### config.mk
export PLATFORM = sky130hd
export DESIGN_NAME = exu_muldiv_ysyx_23060136_flat
export DESIGN_NICKNAME = d
export VERILOG_FILES = /design/src/rtl/exu_muldiv_ysyx_23060136_if.sv /design/src/rtl/exu_muldiv_ysyx_23060136.sv /design/src/flat_wrapper.sv
export SDC_FILE = /design/constraint.sdc
export NUM_CORES = 1
export LEC_CHECK = 0
export ABC_AREA = 0
export CAP_MARGIN = 20
export CORE_ASPECT_RATIO = 1.1
export CORE_MARGIN = 2
export CORE_UTILIZATION = 61
export DETAILED_ROUTE_END_ITERATION = 10
export GPL_TIMING_DRIVEN = 0
export PLACE_DENSITY = 0.82
export SLEW_MARGIN = 20
export SYNTH_ARGS = -nofsm -noshare
export SYNTH_HDL_FRONTEND = slang
export SYNTH_SLANG_ARGS = --single-unit
### constraint.sdc
create_clock -name clk -period 6.9 [get_ports clk]
set_input_delay 1.725 -clock clk [delete_from_list [all_inputs] [get_ports clk]]
set_output_delay 1.725 -clock clk [all_outputs]
set_load 0.005 [all_outputs]
### src/rtl/exu_muldiv_ysyx_23060136_if.sv
// Request/response bundle between the EXU issue logic and the iterative
// RV32M unit. The master drives requests and out_ready; the unit is the slave.
interface exu_muldiv_ysyx_23060136_if #(
    parameter int XLEN  = 32,
    parameter int TAG_W = 5
);
    logic             in_valid;
    logic             in_ready;
    logic [2:0]       in_op;
    logic [XLEN-1:0]  in_rs1;
    logic [XLEN-1:0]  in_rs2;
    logic [TAG_W-1:0] in_tag;
    logic             out_valid;
    logic             out_ready;
    logic [XLEN-1:0]  out_result;
    logic [TAG_W-1:0] out_tag;

    modport master (
        output in_valid, in_op, in_rs1, in_rs2, in_tag, out_ready,
        input  in_ready, out_valid, out_result, out_tag
    );

    modport slave (
        input  in_valid, in_op, in_rs1, in_rs2, in_tag, out_ready,
        output in_ready, out_valid, out_result, out_tag
    );
endinterface

### src/rtl/exu_muldiv_ysyx_23060136.sv
// Iterative RV32M multiply/divide unit: radix-2, one step per clock.
// Multiply is shift-add over a 2*XLEN accumulator, divide is restoring
// shift-subtract; both work on magnitudes and fix the sign on the last step.
// Optional feature macro: MULDIV_EARLY_OUT_EN -- divide-by-zero, signed
// overflow and multiply-by-zero finish straight from IDLE with latency 1.
module exu_muldiv_ysyx_23060136 #(
    parameter int XLEN  = 32,
    parameter int TAG_W = 5
) (
    input  logic clk,
    input  logic rst,
    input  logic flush,
    output logic busy,
    exu_muldiv_ysyx_23060136_if.slave bus
);
    localparam int CNT_W = $clog2(XLEN);

    typedef enum logic [1:0] {IDLE, BUSY, DONE} state_t;

    state_t             state, state_nxt;
    logic [CNT_W-1:0]   cnt;
    logic [2:0]         op_q;
    logic [TAG_W-1:0]   tag_q;
    logic [XLEN-1:0]    a_q;        // |rs2|: multiplicand or divisor
    logic [2*XLEN-1:0]  acc;        // hi: partial product / remainder, lo: |rs1| / quotient
    logic               neg1, neg2; // effective operand signs
    logic               bzero;
    logic [XLEN-1:0]    result_q;
    logic [TAG_W-1:0]   otag_q;

    // ---------------- request decode ----------------
    logic            in_div, sgn1, sgn2, n1, n2, accept, early;
    logic [XLEN-1:0] m1, m2, early_res;

    assign in_div = bus.in_op[2];
    assign sgn1   = in_div ? !bus.in_op[0] : (bus.in_op == 3'd1 || bus.in_op == 3'd2);
    assign sgn2   = in_div ? !bus.in_op[0] : (bus.in_op == 3'd1);
    assign n1     = sgn1 & bus.in_rs1[XLEN-1];
    assign n2     = sgn2 & bus.in_rs2[XLEN-1];
    assign m1     = n1 ? -bus.in_rs1 : bus.in_rs1;
    assign m2     = n2 ? -bus.in_rs2 : bus.in_rs2;
    assign accept = bus.in_valid & (state == IDLE) & !flush;

`ifdef MULDIV_EARLY_OUT_EN
    logic zero1, zero2, ovf;
    assign zero1 = (bus.in_rs1 == '0);
    assign zero2 = (bus.in_rs2 == '0);
    assign ovf   = in_div & !bus.in_op[0]
                 & (bus.in_rs1 == {1'b1, {(XLEN-1){1'b0}}}) & (&bus.in_rs2);
    assign early = in_div ? (zero2 | ovf) : (zero1 | zero2);

    // Special results: x/0 -> q=-1, r=x; overflow -> q=rs1, r=0; mul by 0 -> 0
    always_comb begin
        early_res = '0;
        if (in_div) begin
            if (zero2) early_res = bus.in_op[1] ? bus.in_rs1 : '1;
            else       early_res = bus.in_op[1] ? '0 : bus.in_rs1;
        end
    end
`else
    assign early     = 1'b0;
    assign early_res = '0;
`endif

    // ---------------- one iteration ----------------
    logic [XLEN-1:0]   hi, lo, quot, remv, q_mag, r_mag, final_res;
    logic [XLEN:0]     mul_sum, div_sh, div_diff;
    logic [2*XLEN-1:0] acc_step, prod_s;

    assign hi       = acc[2*XLEN-1:XLEN];
    assign lo       = acc[XLEN-1:0];
    assign mul_sum  = {1'b0, hi} + (lo[0] ? {1'b0, a_q} : '0);
    assign div_sh   = {hi, lo[XLEN-1]};
    assign div_diff = div_sh - {1'b0, a_q};

    // Step: shift-add for multiply, restore-on-borrow for divide
    always_comb begin
        acc_step = {mul_sum, lo[XLEN-1:1]};
        if (op_q[2]) begin
            if (div_diff[XLEN]) acc_step = {div_sh[XLEN-1:0], lo[XLEN-2:0], 1'b0};
            else                acc_step = {div_diff[XLEN-1:0], lo[XLEN-2:0], 1'b1};
        end
    end

    // Sign correction of the completed step; divisor 0 forces an all-ones quotient
    assign prod_s = (neg1 ^ neg2) ? -acc_step : acc_step;
    assign q_mag  = acc_step[XLEN-1:0];
    assign r_mag  = acc_step[2*XLEN-1:XLEN];
    assign quot   = bzero ? '1 : ((neg1 ^ neg2) ? -q_mag : q_mag);
    assign remv   = neg1 ? -r_mag : r_mag;

    // Select the architectural result for the latched op
    always_comb begin
        final_res = remv;
        case (op_q)
            3'd0:             final_res = prod_s[XLEN-1:0];
            3'd1, 3'd2, 3'd3: final_res = prod_s[2*XLEN-1:XLEN];
            3'd4, 3'd5:       final_res = quot;
            default:          final_res = remv;
        endcase
    end

    // ---------------- FSM ----------------
    // State register
    always_ff @(posedge clk or posedge rst) begin
        if (rst) state <= IDLE;
        else     state <= state_nxt;
    end

    // Next state; flush wins over everything including a pending result
    always_comb begin
        state_nxt = state;
        case (state)
            IDLE: if (accept) state_nxt = early ? DONE : BUSY;
            BUSY: if (cnt == CNT_W'(XLEN-1)) state_nxt = DONE;
            DONE: if (bus.out_ready) state_nxt = IDLE;
            default: state_nxt = IDLE;
        endcase
        if (flush) state_nxt = IDLE;
    end

    // Datapath: latch operands on accept, iterate in BUSY, publish on the last step
    always_ff @(posedge clk or posedge rst) begin
        if (rst) begin
            cnt      <= '0;
            op_q     <= '0;
            tag_q    <= '0;
            a_q      <= '0;
            acc      <= '0;
            neg1     <= 1'b0;
            neg2     <= 1'b0;
            bzero    <= 1'b0;
            result_q <= '0;
            otag_q   <= '0;
        end else if (!flush) begin
            if (accept) begin
                cnt   <= '0;
                op_q  <= bus.in_op;
                tag_q <= bus.in_tag;
                a_q   <= m2;
                acc   <= {{XLEN{1'b0}}, m1};
                neg1  <= n1;
                neg2  <= n2;
                bzero <= (bus.in_rs2 == '0);
                if (early) begin
                    result_q <= early_res;
                    otag_q   <= bus.in_tag;
                end
            end else if (state == BUSY) begin
                acc <= acc_step;
                cnt <= cnt + 1'b1;
                if (cnt == CNT_W'(XLEN-1)) begin
                    result_q <= final_res;
                    otag_q   <= tag_q;
                end
            end
        end
    end

    assign bus.in_ready   = (state == IDLE);
    assign bus.out_valid  = (state == DONE);
    assign bus.out_result = result_q;
    assign bus.out_tag    = otag_q;
    assign busy           = (state != IDLE);
endmodule

### src/flat_wrapper.sv
// flat-port wrapper written by rule: the top's interface ports become plain ports
module exu_muldiv_ysyx_23060136_flat 
#(
    parameter int XLEN  = 32,
    parameter int TAG_W = 5
)
  (clk, rst, flush, busy, bus_in_valid, bus_in_op, bus_in_rs1, bus_in_rs2, bus_in_tag, bus_out_ready, bus_in_ready, bus_out_valid, bus_out_result, bus_out_tag);
  exu_muldiv_ysyx_23060136_if #(.XLEN(XLEN), .TAG_W(TAG_W)) bus_i ();
  input  logic clk;
  input  logic rst;
  input  logic flush;
  output logic busy;
  input wire logic [$bits(bus_i.in_valid)-1:0] bus_in_valid;
  input wire logic [$bits(bus_i.in_op)-1:0] bus_in_op;
  input wire logic [$bits(bus_i.in_rs1)-1:0] bus_in_rs1;
  input wire logic [$bits(bus_i.in_rs2)-1:0] bus_in_rs2;
  input wire logic [$bits(bus_i.in_tag)-1:0] bus_in_tag;
  input wire logic [$bits(bus_i.out_ready)-1:0] bus_out_ready;
  output wire logic [$bits(bus_i.in_ready)-1:0] bus_in_ready;
  output wire logic [$bits(bus_i.out_valid)-1:0] bus_out_valid;
  output wire logic [$bits(bus_i.out_result)-1:0] bus_out_result;
  output wire logic [$bits(bus_i.out_tag)-1:0] bus_out_tag;
  assign bus_i.in_valid = bus_in_valid;
  assign bus_i.in_op = bus_in_op;
  assign bus_i.in_rs1 = bus_in_rs1;
  assign bus_i.in_rs2 = bus_in_rs2;
  assign bus_i.in_tag = bus_in_tag;
  assign bus_i.out_ready = bus_out_ready;
  assign bus_in_ready = bus_i.in_ready;
  assign bus_out_valid = bus_i.out_valid;
  assign bus_out_result = bus_i.out_result;
  assign bus_out_tag = bus_i.out_tag;
  exu_muldiv_ysyx_23060136 #(.XLEN(XLEN), .TAG_W(TAG_W)) u_core (.clk(clk), .rst(rst), .flush(flush), .busy(busy), .bus(bus_i));
endmodule
==> parameters.txt, run 1 <==
Parameter                              Value

STA
  Final Hold Fails ... 0
  Slew margin rel. ... 27.69%
  Post-layout minimum cycle time ... 6.677 ns
  Number of pins with negative max-slew slack in the final report ... 0
  Final sum of negative setup slack ... 0 ns
  F_max ... 149.8 MHz
  Tightest Pin Transition ... 1.057 ns
  Setup violations, final ... 0
  Final cycle utilization of the critical path ... 96.77%
  Layout Skew ... 0.01625 ns

Critical path
  Maximum net fanout on the critical path ... 28
  Crit path DAT ... 7.01 ns
  Required time of the critical path ... 7.24 ns
  Worst-case register-to-register setup slack ... 0.22 ns
  Crit. End Element ... flip-flop
  Worst setup SP type ... flip-flop
  Category of the most critical setup path ... flip-flop to flip-flop

Global routing
  M2 GR Usage ... 67.95%
  First-pass GRT wire length ... 91.27 mm
  Met1 track demand over resource in global routing ... 56.82%
  Maximum number of pins on one net before global-route repair ... 84
  Number of global-route vias before repair ... 16.22k
  Total congestion overflow after global routing ... 0
  Layer carrying the most global-route usage ... met2
  Antenna violations before repair ... 3
  Global routing usage summed across all routing layers ... 44.38%
  Met3 track utilization from global routing ... 11.20%

Floorplan
  Placeable Area ... 24620 µm²
  Horiz. Die Dim ... 155.4 µm
  Top-level I/O count ... 117
  Die span in y ... 170.5 µm
  FP Rows ... 60
  Area of the die ... 26490 µm²
  Initial cell density of the core ... 62.44%

Clock tree
  Cts hold-fix bufs ... 0
  # clock sinks ... 151
  Number of clock buffers inserted by TritonCTS ... 17
  Clk Tree Root Cell ... clkbuf_16
  Number of buffers on the longest clock path ... 2
  H-tree level count ... 4
  Reg clk slew, reported paths ... 0.07 ns
  Source-to-sink clock delay at the later pin of the worst-skew pair ... 0.45 ns
  TritonCTS clock tree ... yes

Drt
  Routed wire per std cell ... 23.48 µm
  Vias per Instance ... 6.903
  Drt first-iter violations ... 2452
  DR DRC count ... 0
  Antenna-violating nets left ... 0
  Wirelength, routed ... 58.58 mm
  Overall via count from detail_route ... 17.22k
  Count of TritonRoute iterations in the first routing pass ... 9

Power and ir drop
  Comb pwr share ... 67.9%
  Net Sw Frac ... 54.00%
  Net switching power figure ... 4057 µW
  Maximum ir drop on the vdd rail ... 0.2224 mV
  Design internal power ... 3456 µW
  Power density relative to cell area ... 425.6 nW/µm²
  Sequential Power Share ... 17.6%
  Total power ... 7513 µW
  Leakage component of the power ... 0.007314 µW
  Clock share of power ... 14.5%

Layout
  Total Nets Final ... 2320
  Post-route cell area ... 17650 µm²
  Number of non-filler instances in the completed layout ... 2495
  Area growth from synthesis to final layout ... 14.83%
  Layout cells sized above 1 ... 4.945%

Synth
  Net count of the mapped netlist ... 2188
  Share of flip-flops with an asynchronous set or reset ... 100.0%
  Number of flops mapped to enable cells by yosys ... 0
  Post-Syn Area ... 15370 µm²
  Instance count of the mapped netlist ... 2039
  Avg Cell Area, Syn ... 7.540 µm²
  Primary flip-flop cell chosen by synthesis mapping ... dfrtp_1
  Flop and latch count out of synthesis ... 151
  Unique masters post-synth ... 96
  Warnings from Yosys ... 0
  Sequential share of the synthesized area ... 24.58%

Place
  GP Congestion ... 1.045
  Number of placed cells counting well taps ... 2467
  Total placed instance area ... 16980 µm²
  Detail Placement HPWL ... 46.46 mm
  Buffers on Ports ... 116

Worst hold path
  Kind of path behind the tightest hold check ... flip-flop to flip-flop

Run status
  Run status ... completed

Run
  Number of maximum-capacitance violations ... 0
## layout make-up
type / count / area, µm²
Clock buffer: 17 / 425.4
Timing Repair Buffer: 120 / 1209
Clock inverter: 15 / 232.7
Tap cell: 310 / 387.9
Buffer: 106 / 437.9
Antenna cell: 1 / 2.502
Fill cell: 2058 / 6969
Sequential cell: 151 / 3779
Multi-Input combinational cell: 1704 / 10910
Inverter: 71 / 274.0
## state kept, by name, summed over array words and instances (netlist names)
register	count
u_core.acc	64
u_core.bzero	1
u_core.op_q	3
u_core.bus.out_result	32
u_core.a_q	32
u_core.neg2	1
u_core.state	2
u_core.tag_q	5
u_core.cnt	5
u_core.bus.out_tag	5
u_core.neg1	1
## path summary, 6_finish.rpt
check,cells after the start,to,from
worst max-delay path,18,u_core.bus.out_result[28],u_core.op_q[2]
worst min-delay path,2,u_core.bus.out_tag[1],u_core.tag_q[1]
worst max register to register,18,u_core.bus.out_result[28],u_core.op_q[2]
worst min register to register,2,u_core.bus.out_tag[1],u_core.tag_q[1]
max in group asynchronous,3,u_core.bus.out_result[14],rst
min in group asynchronous,2,u_core.a_q[9],rst
## cell usage after synthesis, types with 8 or more instances
cell | count | share of area, %
buf_2 | 11 | 0.36
nand4_1 | 19 | 0.77
nand2_1 | 305 | 7.4
a211oi_1 | 16 | 0.78
and3_1 | 13 | 0.53
o211a_1 | 9 | 0.59
mux2i_1 | 47 | 3.1
o21ai_0 | 193 | 6.3
o22ai_1 | 22 | 0.90
a31oi_1 | 16 | 0.65
buf_1 | 13 | 0.32
xnor2_1 | 101 | 5.8
o21bai_1 | 9 | 0.44
a21o_1 | 19 | 0.93
o211ai_1 | 49 | 2.4
a311oi_1 | 11 | 0.63
nor3_1 | 44 | 1.4
nor3b_1 | 9 | 0.44
nand3_1 | 37 | 1.2
a221oi_1 | 13 | 0.74
o31ai_1 | 19 | 0.93
xor2_1 | 68 | 3.9
o221ai_1 | 14 | 0.80
or3_1 | 17 | 0.69
o21a_1 | 13 | 0.63
nor4_1 | 21 | 0.85
a2111oi_0 | 8 | 0.46
o21ai_1 | 10 | 0.33
inv_1 | 69 | 1.7
nor2b_1 | 13 | 0.53
or4_1 | 8 | 0.39
a22o_1 | 24 | 1.4
dfrtp_1 | 151 | 25
nor2_1 | 165 | 4.0
clkbuf_1 | 86 | 2.1
ha_1 | 70 | 5.7
a21oi_1 | 146 | 4.8
nand2b_1 | 12 | 0.49
or2_2 | 10 | 0.41
and2_1 | 20 | 0.81
## layer usage
| layer | vias up | wire length, µm |
|---|---|---|
| li1 | 7741 | - |
| met2 | 1158 | 25100 |
| met5 | - | 39 |
| met4 | 6 | 4152 |
| met3 | 281 | 6634 |
| met1 | 8037 | 22660 |
## cells by family after synthesis
| kind of cell | synth area share [%] |
|---|---|
| mux | 3.573 |
| flops | 24.58 |
| xor+xnor | 9.627 |
| compound gates | 28.79 |
| simple gates | 22.81 |
| buf+inv | 4.663 |
| fa+ha+maj | 5.957 |
## worst max-delay path, stage by stage (launching register included)
cell and delay [ns]:
dfrtp_1 0.38, clkbuf_4 0.42, clkbuf_4 0.47, buf_2 0.40, buf_2 0.51, buf_2 0.43
mux2i_1 0.43, ha_1 0.32, nand4_1 0.28, nor4_2 0.40, and2_1 0.23, nand2_1 0.11
nor3_1 0.42, and2_1 0.45, nand3_1 0.24, o41ai_1 0.47, xor2_1 0.19, o221ai_1 0.15
a22o_1 0.23
## power groups by stage
| stage | Sequential (µW) | Combinational, µW | Clock, µW |
|---|---|---|---|
| global route | 1330 | 5460 | 1110 |
| global placement | 1310 | 4750 | 0 |
| detailed placement | 1320 | 4830 | 0 |
| floorplan | 1210 | 3500 | 0 |
| CTS | 1300 | 4870 | 1080 |
| finish | 1320 | 5100 | 1090 |
## metrics by stage
stage / hold WS (ns) / util (%) / setup WS [ns]
detailed placement: 0.4491 / 68.94 / -1.926
global route: 0.4861 / 71.69 / -0.01295
finish: 0.4702 / 71.70 / 0.2227
CTS: 0.4628 / 71.63 / 0.04364
global placement: 0.4460 / 68.73 / -1.859
floorplan: 0.4386 / - / 0.8672
## placed cells by master (no fill, tap or decap), types with 17 or more instances in the layout
| cell | n |
|---|---|
| a21oi_1 | 146 |
| o211ai_1 | 49 |
| clkdlybuf4s50_1 | 116 |
| inv_1 | 68 |
| ha_1 | 70 |
| nand2_1 | 305 |
| nor4_1 | 20 |
| nand3_1 | 37 |
| and2_1 | 20 |
| nor3_1 | 44 |
| or3_1 | 17 |
| xnor2_1 | 101 |
| a22o_1 | 24 |
| o22ai_1 | 22 |
| o31ai_1 | 19 |
| xor2_1 | 68 |
| o21ai_0 | 193 |
| dfrtp_1 | 151 |
| mux2i_1 | 47 |
| clkbuf_16 | 17 |
| nor2_1 | 165 |
| clkbuf_1 | 82 |
| nand4_1 | 19 |
| a21o_1 | 19 |
## repair_timing
item,CTS,global route
setup buffers,2,0
cloned,0,0
setup endpoints to repair,16,10
resized for setup,3,7
Note: power is estimated with default switching activity, not from simulation.
==> run 2: changes to the inputs <==
Settings changed: CELL_PAD_IN_SITES_DETAIL_PLACEMENT set to 0, CELL_PAD_IN_SITES_GLOBAL_PLACEMENT set to 2, CORE_UTILIZATION 61 to 36.
==> parameters.txt, run 2 (synthesis gave the netlist of run 1 again) <==
Parameter                              Value

Run status
  Run status ... completed

Global routing
  Global routing usage summed across all routing layers ... 30.95% (-13 points)
  Number of global-route vias before repair ... 16.02k (-1.2%)
  Maximum number of pins on one net before global-route repair ... 81 (-3.6%)
  Total congestion overflow after global routing ... 0 (unchanged)
  Antenna violations before repair ... 0 (-3)
  First-pass GRT wire length ... 102.1 mm (+12%)

Worst hold path
  Kind of path behind the tightest hold check ... flip-flop to flip-flop
  Min-Delay Path Depth ... 2 (unchanged)
  Hold Crit Start ... u_core.tag_q[4]
  Endpoint of the worst hold path ... u_core.bus.out_tag[4]

Layout
  Sequential Area ... 3780 µm² (about the same)
  Area taken by multi-input logic gates ... 10940 µm² (+0.26%)
  Layout cells sized above 1 ... 5.261% (+0.32 points)
  Commonest cells after routing, fill and taps aside ... nand2_1, o21ai_0, nor2_1
  Total Nets Final ... 2322 (+0.086%)
  Area growth from synthesis to final layout ... 16.75%
  Post-route cell area ... 17950 µm² (+1.7%)
  Max FFs per register ... 64 (unchanged)
  Number of filler instances in the final layout ... 4465 (+120%)
  Antenna diodes ... 0 (-1)
  Reg with most FFs ... u_core.acc
  Most common cell after layout, fill and taps aside ... nand2_1

Drt
  Vias per Instance ... 5.865 (-15%)
  Wirelength, routed ... 68.02 mm (+16%)
  Antenna-violating nets left ... 0 (unchanged)
  Routed wire per std cell ... 24.71 µm (+5.2%)
  Count of TritonRoute iterations in the first routing pass ... 5 (-4)
  Drt first-iter violations ... 1180 (-52%)
  Overall via count from detail_route ... 16.15k (-6.3%)
  DR DRC count ... 0 (unchanged)

Floorplan
  Initial cell density of the core ... 36.43% (-26 points)
  Die span in y ... 220.7 µm (+29%)
  Top-level I/O count ... 117 (unchanged)
  Area of the die ... 44380 µm² (+68%)
  Placeable Area ... 42210 µm² (+71%)
  FP Rows ... 79 (+32%)
  Horiz. Die Dim ... 201.0 µm (+29%)

Clock tree
  Reg clk slew, reported paths ... 0.07 ns (about the same)
  Cts hold-fix bufs ... 0 (unchanged)
  Clk Tree Root Cell ... clkbuf_16
  H-tree level count ... 4 (unchanged)
  Number of clock buffers inserted by TritonCTS ... 17 (unchanged)
  Source-to-sink clock delay at the later pin of the worst-skew pair ... 0.48 ns (+0.03 ns)
  TritonCTS clock tree ... yes
  # clock sinks ... 151 (unchanged)
  Number of buffers on the longest clock path ... 2 (unchanged)

STA
  Unrepaired setup endpoints after global routing ... false
  Final cycle utilization of the critical path ... 94.94% (-1.8 points)
  Layout Skew ... 0.009556 ns (-0.006692 ns)
  F_max ... 152.7 MHz (+1.9%)
  Slack of the critical path ... 0.3492 ns (+0.1265 ns)
  Final Hold Fails ... 0 (unchanged)
  Setup violations, final ... 0 (unchanged)
  Number of pins with negative max-slew slack in the final report ... 0 (unchanged)
  Final sum of negative setup slack ... 0 ns (unchanged)
  Tightest Pin Transition ... 1.169 ns (+0.1116 ns)
  Slew margin rel. ... 21.54% (-6.1 points)
  Final hold slack ... 0.4735 ns (+0.003367 ns)
  Post-layout minimum cycle time ... 6.551 ns (-0.1265 ns)

Power and ir drop
  Leakage component of the power ... 0.007293 µW (-0.28%)
  Total power ... 7377 µW (-1.8%)
  Maximum ir drop on the vdd rail ... 0.2539 mV (+14%)
  Power density relative to cell area ... 411.0 nW/µm² (-3.4%)

Place
  Total placed instance area ... 17300 µm² (+1.9%)
  Worst slack at placement ... -3.680 ns (-1.754 ns)
  Detail Placement HPWL ... 55.40 mm (+19%)
  GP Congestion ... 0.9655 (-7.6%)
  Buffers on Ports ... 116 (unchanged)

Run
  Number of maximum-capacitance violations ... 0 (unchanged)

Critical path
  Critical R2R Capture ... u_core.bus.out_result[18]
  Required time of the critical path ... 7.24 ns (about the same)
  Origin of the critical flop-to-flop path ... u_core.acc[31]
  Worst-case register-to-register setup slack ... 0.35 ns (+0.13 ns)
  Crit path DAT ... 6.89 ns (-0.12 ns)
  Category of the most critical setup path ... flip-flop to flip-flop
  Maximum net fanout on the critical path ... 19 (-32%)
  Worst setup SP type ... flip-flop
  Crit. End Element ... flip-flop
  Worst reg2reg path depth ... 23 (+5)
-- run 2: repair_timing --
action | 4_1_cts | 5_1_grt
hold endpoints to repair | 0 | 0
endpoints found under the setup margin | 52 | 9
buffers inserted | 2 | 0
pin swaps | 0 | 1
resized for setup | 27 | 13
-- run 2: through the flow --
stage                     utilization (%)  instances
after global placement              40.86       2722
after global routing                42.53       2753
after CTS                           42.45       2754
final                               42.53       2753
after floorplan                         -       2039
after detailed placement            41.00       2725
-- run 2: cell type report --
cell class | count | area share (%)
inverter | 71 | 1.527
sequential | 151 | 21.06
timing repair buffer | 121 | 6.761
clock buffer | 21 | 2.454
multi-input combinational | 1704 | 60.92
tap | 567 | 3.952
clock inverter | 11 | 0.7040
buffer | 107 | 2.621
-- run 2: worst max-delay path, cell delays in order (launching register included) --
cell and delay [ns]:
dfrtp_2 0.53, inv_1 0.07, ha_1 0.22, fa_1 0.40, nand2b_1 0.25, a211oi_4 0.48, o21ai_2 0.22, a211o_1 0.41
o211ai_2 0.21, buf_6 0.31, buf_2 0.32, o21ai_0 0.12, a21oi_1 0.33, ha_1 0.29, inv_1 0.10, a211oi_2 0.39
nor4b_4 0.26, buf_4 0.22, buf_4 0.14, nand4b_1 0.20, o21ai_0 0.26, xor2_1 0.10, a221oi_1 0.45, nor2_1 0.10
-- run 2: worst max-delay path by stage --
stage / start / endpoint / depth (start not counted)
floorplan: u_core.op_q[2] / u_core.bus.out_result[28] / 23
global placement: u_core.op_q[2] / u_core.bus.out_result[28] / 23
detailed placement: u_core.op_q[2] / u_core.bus.out_result[28] / 23
CTS: u_core.acc[31] / u_core.bus.out_result[22] / 22
global route: u_core.acc[31] / u_core.bus.out_result[28] / 21
finish: u_core.acc[31] / u_core.bus.out_result[18] / 23
-- run 2: per-layer routing --
layer | up-vias | GRT usage (%) | part of all wire [%]
li1 | 7734 | - | -
met1 | 7825 | 36.20 | 41
met2 | 454 | 54.11 | 48
met3 | 132 | 3.682 | 3.6
met4 | 0 | 19.98 | 7.1
met5 | - | 0 | 0
-- run 2: report_power, final --
group | internal (µW) | total [µW] | switching [µW]
combinational | 1780 | 5120 | 3330
sequential | 1060 | 1300 | 241
clock | 533 | 960 | 428
total | 3380 | 7380 | 4000
